==> config.mk <==
export PLATFORM = sky130hd
export DESIGN_NAME = alu_div16_seq
export DESIGN_NICKNAME = d
export VERILOG_FILES = /design/src/rtl/alu_pkg.sv /design/src/rtl/div_step.sv /design/src/rtl/alu_div16_seq.sv
export SDC_FILE = /design/constraint.sdc
export NUM_CORES = 1
export LEC_CHECK = 0
export CORE_UTILIZATION = 50
export DETAILED_ROUTE_END_ITERATION = 6
export GPL_ROUTABILITY_DRIVEN = 0
export GPL_TIMING_DRIVEN = 0
export PLACE_DENSITY = 0.79
export SYNTH_ARGS = -nofsm -noshare
export SYNTH_HDL_FRONTEND = slang
export SYNTH_SLANG_ARGS = --single-unit
==> constraint.sdc <==
create_clock -name clk -period 5.3 [get_ports clk]
set_input_delay 1.325 -clock clk [delete_from_list [all_inputs] [get_ports clk]]
set_output_delay 1.325 -clock clk [all_outputs]
set_load 0.005 [all_outputs]
==> src/rtl/alu_pkg.sv <==
// Shared ALU constants and the divider state encoding.
package alu_pkg;
  localparam int ALU_WIDTH = 16;
  localparam logic [ALU_WIDTH-1:0] DIV_ZERO_Q = '1;

  typedef enum logic [1:0] {IDLE, CALC, DONE} div_state_t;
endpackage

==> src/rtl/div_step.sv <==
// One combinational restoring-division step: shift in a dividend bit, trial-subtract.
module div_step #(
  parameter int WIDTH = 16
) (
  input  logic [WIDTH-1:0] r,
  input  logic             q_msb,
  input  logic [WIDTH-1:0] divisor,
  output logic [WIDTH-1:0] r_next,
  output logic             q_bit
);
  logic [WIDTH:0] t;

  assign t     = {r, q_msb};
  assign q_bit = (t >= {1'b0, divisor});
  // The compare needs WIDTH+1 bits; a successful difference is below divisor, so WIDTH bits hold it.
  assign r_next = q_bit ? (t[WIDTH-1:0] - divisor) : t[WIDTH-1:0];
endmodule

==> src/rtl/alu_div16_seq.sv <==
// Multi-cycle restoring divider, one quotient bit per cycle.
// DIV_SIGNED_EN selects two's-complement truncating division instead of unsigned.
module alu_div16_seq
  import alu_pkg::*;
#(
  parameter  int WIDTH = ALU_WIDTH,
  localparam int CNT_W = $clog2(WIDTH + 1)
) (
  input  logic             clk,
  input  logic             rst_n,
  input  logic             start,
  input  logic [WIDTH-1:0] dividend,
  input  logic [WIDTH-1:0] divisor,
  output logic             busy,
  output logic             done,
  output logic [WIDTH-1:0] quotient,
  output logic [WIDTH-1:0] remainder,
  output logic             div_zero
);
  div_state_t       state, state_nxt;
  logic [WIDTH-1:0] r_q, q_q, dvsr_q;
  logic [CNT_W-1:0] cnt_q;
  logic [WIDTH-1:0] r_next, q_fin;
  logic             q_bit;
  logic [WIDTH-1:0] a_mag, b_mag, q_fix, r_fix;
  logic             last;

  div_step #(.WIDTH(WIDTH)) u_step (
    .r      (r_q),
    .q_msb  (q_q[WIDTH-1]),
    .divisor(dvsr_q),
    .r_next (r_next),
    .q_bit  (q_bit)
  );

  assign q_fin = {q_q[WIDTH-2:0], q_bit};
  assign last  = (cnt_q == CNT_W'(1));

`ifdef DIV_SIGNED_EN
  logic neg_q, neg_r;

  assign a_mag = dividend[WIDTH-1] ? -dividend : dividend;
  assign b_mag = divisor[WIDTH-1]  ? -divisor  : divisor;
  // Sign fix happens on the CALC->DONE edge, so it costs no cycle.
  assign q_fix = neg_q ? -q_fin  : q_fin;
  assign r_fix = neg_r ? -r_next : r_next;

  always_ff @(posedge clk or negedge rst_n) begin
    if (!rst_n) begin
      neg_q <= 1'b0;
      neg_r <= 1'b0;
    end else if (state == IDLE && start) begin
      neg_q <= dividend[WIDTH-1] ^ divisor[WIDTH-1];
      neg_r <= dividend[WIDTH-1];
    end
  end
`else
  assign a_mag = dividend;
  assign b_mag = divisor;
  assign q_fix = q_fin;
  assign r_fix = r_next;
`endif

  always_ff @(posedge clk or negedge rst_n) begin
    if (!rst_n) state <= IDLE;
    else        state <= state_nxt;
  end

  always_comb begin
    state_nxt = state;
    busy      = (state != IDLE);
    done      = (state == DONE);
    case (state)
      IDLE:    if (start) state_nxt = (divisor == '0) ? DONE : CALC;
      CALC:    if (last) state_nxt = DONE;
      DONE:    state_nxt = IDLE;
      default: state_nxt = IDLE;
    endcase
  end

  always_ff @(posedge clk or negedge rst_n) begin
    if (!rst_n) begin
      r_q       <= '0;
      q_q       <= '0;
      dvsr_q    <= '0;
      cnt_q     <= '0;
      quotient  <= '0;
      remainder <= '0;
      div_zero  <= 1'b0;
    end else begin
      case (state)
        IDLE: if (start) begin
          if (divisor == '0) begin
            quotient  <= {WIDTH{DIV_ZERO_Q[0]}};
            remainder <= dividend;
            div_zero  <= 1'b1;
          end else begin
            r_q      <= '0;
            q_q      <= a_mag;
            dvsr_q   <= b_mag;
            cnt_q    <= CNT_W'(WIDTH);
            div_zero <= 1'b0;
          end
        end
        CALC: begin
          r_q   <= r_next;
          q_q   <= q_fin;
          cnt_q <= cnt_q - CNT_W'(1);
          if (last) begin
            quotient  <= q_fix;
            remainder <= r_fix;
          end
        end
        default: ;
      endcase
    end
  end
endmodule

==> flow_summary.toml <==
[clock_tree]
path_clk_slew_ns = 0.09
clk_latency_ns = 0.37
cts_root_buffer = "clkbuf_8"
cts_tree = "done"
cts.sinks = 88
cts-buffers-inserted = 9
cts_hold_buf = 0
ctsHtreeMaxLevel = 3
cts_setup_buffers = 0
cts_buffer_depth = 2
cts_resized = 0

[finish]
seq_area_um2 = 2200
stdcell_count = 686
design_area_um2 = 5760
fin_util_pct = 62.6
area_growth_syn_to_layout_pct = 21.8
fillers = 769
multiInputGateArea_um2 = 2270
drive_gt1_share_pct = 9.91
nets = 625
diodes = 0

[sta]
rsz0062_at_grt = "no"
setup_viol = 0
finalMaxSlewViolations = 0
min_period_ns = 3.69
final.setup.tns_ns = 0
fin_ws_ns = 1.61
fmax_ghz = 0.271
worst_pin_slew_ns = 0.698
fin_crit_sh_pct = 69.7
whs_ns = 0.507
hold_viol = 0
maxSlewHeadroom_pct = 53.5
fin_skew_ns = 0.0150

[synth]
yosys.area.top_type_share_pct = 46.6
synth_flop_cell = "dfrtp_1"
synth_area_leader_cell = "dfrtp_1"
yosysUniqueCellTypes = 57
synthesis.yosys.warnings = 0
syn_area_um2 = 4730
synth_edf_count = 0
netlist_top_cells_area = "dfrtp_1 47%, ha_1 4.8%, nor2_1 4.4%"
synthArstFlopShare_pct = 100
yosysMostFrequentCell = "dfrtp_1"
synth_seq_cells = 88
synth_commonest_cells = "88 x dfrtp_1, 55 x nor2_1, 48 x nand2_1, 33 x a21oi_1, 32 x o21ai_0"
synthesis.nets = 544
syn_inst = 490
yosysSeqAreaShare_pct = 46.6
avgSynthCellArea_um2 = 9.65

[worst_setup_path]
end_kind = "register"
reg2reg_slack_ns = 2.48
cpPeakStageDelay_ns = 0.46
cp_common_cell = "buf_2"
reg2reg_depth = 10
crit_chain = "clkdlybuf4s50_1 -> nor4_1 -> nand4_1 -> or3b_1 -> buf_2 -> a21oi_2 -> buf_2 -> buf_4 -> a21oi_1"
critPathMaxFanout = 10
critPathKind = "input pin to register"
worst_path_max_delay_cell = "nor4_1"
arrival_ns = 3.94
r2r_end = "remainder[10]"
r2r-start = "q_q[15]"
worstPathRequired_ns = 5.55
critPathLaunchType = "input pin"

[placement]
dpl.hpwl_um = 8830
dp_cells = 671
dp_slack_ns = 1.19
port_buffers = 69
dpl-instance-area_um2 = 5580

[global_routing]
antenna_found_initial = 0
overflow = 0
grt_pass1_wl_um = 19100
track_usage_pct = 24.8
first_global_vias = 3880
grt_start_max_net_pins = 66

[detailed_routing]
dr_total_vias = 3966
postRouteAntennaNets = 0
drt_iter0_drc = 277
route.detailed.drc = 0
drtPass1Iterations = 4
viasPerCell = 5.78
wl_per_cell_um = 16.8
wl_um = 11600

[hold_path]
whs_path_depth = 2
hold-path-endpoint = "div_zero"
min-delay-start = "div_zero"
worstHoldPathType = "register to register"

[floorplan]
pin_count = 70
core_um2 = 9200
die_w_um = 99.2
fp.dieArea_um2 = 9850
die_h_um = 99.2
rows = 35
initial_core_util_pct = 51.4

[power_and_ir_drop]
vdd_ir_drop_max_uv = 264
power.density_nw_per_um2 = 611
power_mw = 3.52
leakage_nw = 2.62

[job]
max_cap_viol_count = 0

[outcome]
status = "completed"
where the power goes:
part | leakage, nW | internal, mW | switching, mW | total [mW]
clock | 0.0803 | 0.174 | 0.261 | 0.435
combinational | 1.50 | 0.898 | 1.01 | 1.91
sequential | 1.04 | 0.964 | 0.213 | 1.18
total | 2.62 | 2.04 | 1.48 | 3.52
routing by layer:
layer	share of wire, %	GRT usage (%)
met3	5.9	3.09
met1	45	33.1
met2	48	41.9
met5	0	0
met4	1.3	8.26
sequential cells by signal (all words and copies together), names as in the netlist:
signal and count:
r_q 16, quotient 16, q_q 16, state 2, dvsr_q 16, cnt_q 5, div_zero 1, remainder 16
cell families (layout without fill, tap and decap cells):
| group | after synthesis | after routing | synth area share, % |
|---|---|---|---|
| multiplexers | 32 | 32 | 7.20 |
| flip-flops | 88 | 88 | 46.6 |
| XOR/XNOR | 14 | 14 | 2.59 |
| adder cells (fa/ha/maj) | 19 | 19 | 5.19 |
| AND/OR/NAND/NOR | 140 | 140 | 13.6 |
| buffers and inverters | 59 | 144 | 5.40 |
| AO/OA/AOI/OAI | 138 | 138 | 19.4 |
placed cells by master (no fill, tap or decap), types with 3 or more instances in the layout:
| cell | synthesis | routed |
|---|---|---|
| a21o_1 | 10 | 10 |
| a21oi_1 | 33 | 33 |
| a222oi_1 | 3 | 3 |
| a22o_1 | 5 | 5 |
| a22oi_1 | 8 | 8 |
| a31oi_1 | 9 | 9 |
| buf_2 | 12 | 12 |
| buf_4 | 3 | 4 |
| clkbuf_1 | 13 | 13 |
| clkbuf_8 | 0 | 9 |
| clkdlybuf4s50_1 | 0 | 68 |
| clkinvlp_4 | 0 | 3 |
| dfrtp_1 | 88 | 88 |
| ha_1 | 18 | 18 |
| inv_1 | 28 | 28 |
| mux2_2 | 16 | 16 |
| mux2i_1 | 16 | 16 |
| nand2_1 | 48 | 48 |
| nand3_1 | 5 | 5 |
| nand4_1 | 5 | 5 |
| nor2_1 | 55 | 55 |
| nor4_1 | 6 | 6 |
| o21a_1 | 11 | 11 |
| o21ai_0 | 32 | 32 |
| o21ai_1 | 3 | 3 |
| o32a_1 | 6 | 6 |
| xnor2_1 | 8 | 8 |
| xor2_1 | 6 | 6 |
area by class of cell:
type | instances | share of cell area [%]
multi-input cells | 343 | 39.4
flip-flops and latches | 88 | 38.2
repair buffers | 70 | 12.4
plain buffers | 30 | 2.54
well taps | 111 | 2.41
clock buffers | 9 | 2.15
inverters | 29 | 1.89
clock inverters | 6 | 0.891
worst max path at each step:
stage | slack [ns] | startpoint | endpoint | depth (start not counted)
CTS | 1.57 | divisor[13] | quotient[11] | 9
finish | 1.61 | divisor[13] | quotient[11] | 9
global route | 1.50 | divisor[13] | quotient[13] | 9
detailed placement | 1.19 | divisor[13] | quotient[11] | 9
floorplan | 2.28 | divisor[9] | remainder[12] | 7
global placement | -0.18 | rst_n | dvsr_q[7] | 1
worst max-delay path: cells and delay by family:
kind / cells / cell delay, ns
buffers and inverters: 4 / 1.08
AO/OA/AOI/OAI: 2 / 0.29
AND/OR/NAND/NOR: 3 / 1.25
(Power assumes the default switching activity.)
